## src/rtl/regfile_scanout.sv

```systemverilog
// Halt-time register file dump: walks r0..r(SIZE-1) through one read port and
// streams {index, value} beats over valid/ready while accumulating a checksum.
module regfile_scanout #(
    parameter int XLEN = 32,
    parameter int SIZE = 32
) (
    input  logic            clk,
    input  logic            rst,
    input  logic            halted,
    output logic [4:0]      rd_num,
    input  logic [XLEN-1:0] rd_data,
    output logic            out_valid,
    input  logic            out_ready,
    output logic [4:0]      out_idx,
    output logic [XLEN-1:0] out_data,
    output logic            out_last,
    output logic            busy,
    output logic            done,
    output logic [XLEN-1:0] out_sum
);

    typedef enum logic [1:0] {
        S_IDLE,
        S_READ,
        S_SEND,
        S_DONE
    } state_t;

    localparam logic [4:0] LAST_IDX = 5'(SIZE - 1);

    state_t     state;
    state_t     state_nxt;
    logic       halted_q;
    logic       start;
    logic [4:0] idx;

    assign start  = halted & ~halted_q;
    // Address comes only from the registered index, never from rd_data.
    assign rd_num = idx;

    always_ff @(posedge clk) begin
        if (rst) begin
            state <= S_IDLE;
        end else begin
            state <= state_nxt;
        end
    end

    always_comb begin
        state_nxt = state;
        out_valid = 1'b0;
        busy      = 1'b0;
        done      = 1'b0;
        unique case (state)
            S_IDLE: begin
                if (start) begin
                    state_nxt = S_READ;
                end
            end
            S_READ: begin
                busy      = 1'b1;
                state_nxt = S_SEND;
            end
            S_SEND: begin
                busy      = 1'b1;
                out_valid = 1'b1;
                if (out_ready) begin
                    state_nxt = out_last ? S_DONE : S_READ;
                end
            end
            S_DONE: begin
                done = 1'b1;
                if (!halted) begin
                    state_nxt = S_IDLE;
                end
            end
            default: state_nxt = S_IDLE;
        endcase
    end

    always_ff @(posedge clk) begin
        if (rst) begin
            halted_q <= 1'b0;
            idx      <= '0;
            out_sum  <= '0;
            out_idx  <= '0;
            out_data <= '0;
            out_last <= 1'b0;
        end else begin
            halted_q <= halted;
            case (state)
                S_IDLE: begin
                    if (start) begin
                        idx     <= '0;
                        out_sum <= '0;
                    end
                end
                S_READ: begin
                    out_data <= rd_data;
                    out_idx  <= idx;
                    out_last <= (idx == LAST_IDX);
                end
                S_SEND: begin
                    // Payload registers are untouched here, so a stalled beat stays stable.
                    if (out_ready) begin
                        out_sum <= out_sum + out_data;
                        if (!out_last) begin
                            idx <= idx + 5'd1;
                        end
                    end
                end
                default: ;
            endcase
        end
    end

endmodule
```

## config.mk

```make
export PLATFORM = sky130hd
export DESIGN_NAME = regfile_scanout
export DESIGN_NICKNAME = d
export VERILOG_FILES = /design/src/rtl/regfile_scanout.sv
export SDC_FILE = /design/constraint.sdc
export NUM_CORES = 1
export LEC_CHECK = 0
export ABC_AREA = 1
export CAP_MARGIN = 20
export CORE_ASPECT_RATIO = 0.9
export CORE_MARGIN = 4
export CORE_UTILIZATION = 35
export CTS_BUF_LIST = sky130_fd_sc_hd__clkbuf_4
export DETAILED_ROUTE_END_ITERATION = 16
export PLACE_DENSITY_LB_ADDON = 0.25
export SYNTH_ARGS = -nofsm -noshare
export SYNTH_HDL_FRONTEND = slang
export SYNTH_SLANG_ARGS = --single-unit
export TNS_END_PERCENT = 20
```

## constraint.sdc

```tcl
create_clock -name clk -period 3.12 [get_ports clk]
set_input_delay 0.936 -clock clk [delete_from_list [all_inputs] [get_ports clk]]
set_output_delay 0.936 -clock clk [all_outputs]
set_load 0.01 [all_outputs]
```

Yosys cells after proc, flatten, opt, wreduce, memory -nomap -nowiden:

Index checks and enable logic that the tools add are counted.
W data, S select, Z words.

* add/subtract/negate cells: 2
* $mul: 0
* div/mod/pow operators: 0
* magnitude comparators: 0
* eq/ne operators: 8
* shifts and indexed selects: 0
* muxes and demuxes: 15
* bitwise operators: 2
* reduce and logical (&&, ||, !) cells: 6

Operators with widths (number)
* $mux W32: 2
* $pmux W32 S2: 1
* $add A32 B32 Y32: 1
* $mux W5: 3
* $pmux W5 S2: 1
* $mux W2: 4
* $ne A2 B2 Y1 const B: 4
* $pmux W2 S4: 1
* $reduce_and A3 Y1: 2
* $add A5 B1 Y5 const B: 1
* $eq A5 B5 Y1 const B: 1
* $eq A2 B2 Y1 const B: 2
* $reduce_and A4 Y1: 1
* $mux W1: 3
* $eq A2 B1 Y1 const B: 1
* $logic_not A2 Y1: 1
* $reduce_bool A2 Y1: 1
* $reduce_or A2 Y1: 1
* $and A1 B1 Y1: 1
* $not A1 Y1: 1

* register bits after elaboration: 78
* latch bits: 0
* memory bits (writable): 0
* memory bits (read-only): 0
* logic and storage cells: 40
* memories kept: 0

Depth between registers and ports, before layout:

* depth after elaboration: 4
* depth in mapped cells: 13

Least setup slack after synthesis:

OpenSTA, ideal clock, no wires.

* path type: input-to-reg
* start point: in halted
* end point: reg idx[2] (netlist: rd_num[2])
* arrival time: 1877 ps
* path slack: 1179 ps
* cell stages on the path: 10
* path buffers: 0
* path through: inv_1 o21ai_0 o21ai_2 inv_2 o21ai_4 nor2_4 clkinv_2 o21ai_2 nand2_1 nor2_1

* longest elaborated chain between the ends: 3

RTL lines
* start, declared: line 9 `input logic halted,`
* $and A1 B1 Y1: line 37 `assign start = halted & ~halted_q;`
* $ne A2 B2 Y1 (no source line)
* $reduce_and A4 Y1 (no source line)
* end signal, assigned: line 108 `idx <= idx + 5'd1;`
* end, declared: line 35 `logic [4:0] idx;`

Every way passes these cells.
A chain may end at the register's enable or synchronous reset.

Final worst setup path:

* start point: reg state[0]
* end point: out out_valid

* longest elaborated chain between the ends: 2

RTL lines
* start, declared: line 31 `state_t state;`
* start signal, assigned: line 45 `state <= state_nxt;`
* $eq A2 B2 Y1: line 54 `unique case (state)`
* $mux W1: line 54
* end, declared: line 12 `output logic out_valid,`

Every way passes these cells.

==> impl_metrics.csv <==
group,metric,value,unit
synth,netlist_area,5230,sq um
cts,htreeDepth,3,
place,hpwl,11700,microns
cts,clock_latency,0.48,ns
worst_setup_path,worstPathMaxFanout,8,
drt,wirelength,14900,microns
cts,cts_sinks,78,
layout,antenna_cells,0,
worst_setup_path,start_kind,"flop",
cts,cts.reportedPaths.clkPinSlew,0.14,ns
global_routing,grt_pass1_vias,5057,
timing,skew,0.0184,ns
synth,synth-edff-count,0,
synth,synthFlopType,"dfxtp_1",
floorplan,die_h,124,microns
synth,syn_nets,929,
drt,top_layer_used,"met4",
worst_setup_path,cp.arrival,2.01,ns
drt,met3_length,1150,microns
cts,cts_root_buffer,"clkbuf_4",
layout,drive_gt1_share,4.65,%
timing,fmax,340,MHz
synth,yosysTopAreaCellShare,29.9,%
power_and_ir_drop,power_density,503,nW/um^2
worst_setup_path,slowest_delay,0.63,ns
worst_setup_path,worst_path_max_delay_cell,"clkdlybuf4s50_1",
floorplan,fp.dieArea,17000,sq um
floorplan,ios,114,
drt,ant_nets,0,
global_routing,grt_util_all_layers,18.3,%
worst_setup_path,path_cells,"inv_1, ha_1, clkdlybuf4s50_1",
global_routing,grt_max_degree,40,
synth,synth_cell_types,34,
drt,wl_met2,6150,microns
place,portBuffers,113,
cts,ctsResizeCount,0,
run,cap_violations,0,
synth,ys_ff_latch,78,
layout,final_core_util,45.5,%
drt,drtIter0Drc,227,
drt,first_pass_iters,4,
drt,drc_errors,0,
global_routing,grt_pass1_wl,24700,microns
drt,vias,5386,
global_routing,grt_antenna_before_repair,0,
timing,fin_crit_sh,94.3,%
drt,met1_length,7490,microns
drt,viasPerCell,4.62,
cts,cts_buffers,9,
floorplan,fp.dieW,137,microns
cts,cts_tree,"built",
layout,nets,1038,
timing,slew_violations,0,
synth,ys_seq_area_share,29.9,%
timing,max_slew_margin,54.6,%
synth,synth_area_leaders,"dfxtp_1 30%, nand2_1 24%, a21oi_1 9.1%",
timing,finalSetupViolations,0,
timing,hold_viol,0,
cts,hold_buffers,0,
timing,period_needed,2.94,ns
floorplan,core_area,14700,sq um
synth,synth.most_common_cell,"nand2_1",
floorplan,initial_core_util,35.7,%
timing,worst_pin_slew,0.681,ns
synth,syn_inst,854,
global_routing,grt-ovfl-total,0,
worst_setup_path,worstSetupEndpointType,"primary output",
synth,ys_top_cells_by_count,"334 x nand2_1, 122 x inv_1, 95 x a21oi_1, 78 x dfxtp_1",
cts,postCtsSetupBuffers,0,
power_and_ir_drop,power_leakage,0.00313,uW
synth,synth-async-reset-ratio,0,%
power_and_ir_drop,vdd_drop_max,328,uV
synth,avgSynthCellArea,6.12,sq um
layout,syn_to_final_growth,27.6,%
synth,ys_warn_count,0,
synth,synth_largest_area_cell,"dfxtp_1",
timing,tns,0,ns
hold_path,hold_path.class,"reg2reg",
worst_setup_path,critPathKind,"reg2out",
timing,rsz0062_at_grt,"false",
layout,n_fill_cell,1566,
place,place.gp.congestion,0.932,
cts,clockBufferDepth,2,
floorplan,rows,42,
status,status,"completed",
worst_setup_path,crit_required,2.18,ns
drt,detail_route.wl_per_cell,12.8,microns
==> kinds of logic (layout without fill, tap and decap cells) <==
kind of cell | Yosys count | count (layout) | share of synthesized area (%)
fa+ha+maj | 39 | 39 | 9.48
buf+inv | 149 | 263 | 11.4
simple gates | 458 | 458 | 35.5
xor+xnor | 1 | 1 | 0.168
flops | 78 | 78 | 29.9
compound gates | 129 | 129 | 13.6
==> through the flow <==
step	instance area, sq um	std cells	setup slack [ns]	hold slack, ns	power [uW]
3_3_place_gp	6550	1150	0.502	0.454	2790
5_1_grt	6670	1166	0.0740	0.501	3630
4_1_cts	6670	1166	0.136	0.481	3410
2_1_floorplan	5230	854	1.18	0.484	2270
3_5_place_dp	6550	1150	0.429	0.460	2800
6_report	6670	1166	0.177	0.477	3350
==> sequential cells by signal (all words and copies together), names as in the netlist <==
signal,count
out_sum,32
out_idx,5
out_last,1
rd_num,5
state,2
halted_q,1
out_data,32
==> worst max-delay path: cells and delay by family (launching register included) <==
family	cells	cell delay, ns
buf+inv	2	0.77
fa+ha+maj	1	0.40
flops	1	0.35
==> final timing paths <==
| check | startpoint | to | slack, ns | cells after the start |
|---|---|---|---|---|
| max reg2reg | out_data[0] | out_sum[28] | 0.85 | 12 |
| max | state[0] | out_valid | 0.18 | 3 |
| min reg2reg | out_idx[4] | out_idx[4] | 0.48 | 2 |
| min | out_idx[4] | out_idx[4] | 0.48 | 2 |
==> placed cells by master (no fill, tap or decap), types with 3 or more instances in the layout <==
master           instances
a211oi_1                 5
nor2_1                  50
inv_2                    5
nand2_1                334
nor2_2                   3
nand4_1                  3
a21oi_1                 95
clkbuf_4                 9
dfxtp_1                 78
buf_4                    5
clkdlybuf4s50_1        112
a21oi_2                  5
o21ai_0                  7
o21ai_1                  7
nor3_1                   5
ha_1                    38
nand3_1                 50
o21bai_1                 4
nand3b_1                 5
inv_1                  122
==> where the power goes <==
group          internal [uW]  switching (uW)
sequential              1140             123
clock                    174             421
combinational            604             892
total                   1920            1440
==> routing by layer <==
metal / up-vias / global-route usage, %
met3: 12 / 5.53
met1: 2342 / 25.8
met2: 127 / 27.6
li1: 2905 / -
met5: - / 0
met4: 0 / 4.43
==> cell type report <==
class                   count  area, sq um  share of cell area [%]
well taps                 198          248                    3.71
repair buffers            119         1180                    17.7
clock inverters             7         57.6                   0.863
clock buffers               9         67.6                    1.01
flip-flops and latches     78         1560                    23.4
multi-input cells         627         3070                    46.0
inverters                 128          482                    7.22
No activity file was read; power rests on OpenSTA's default activity.
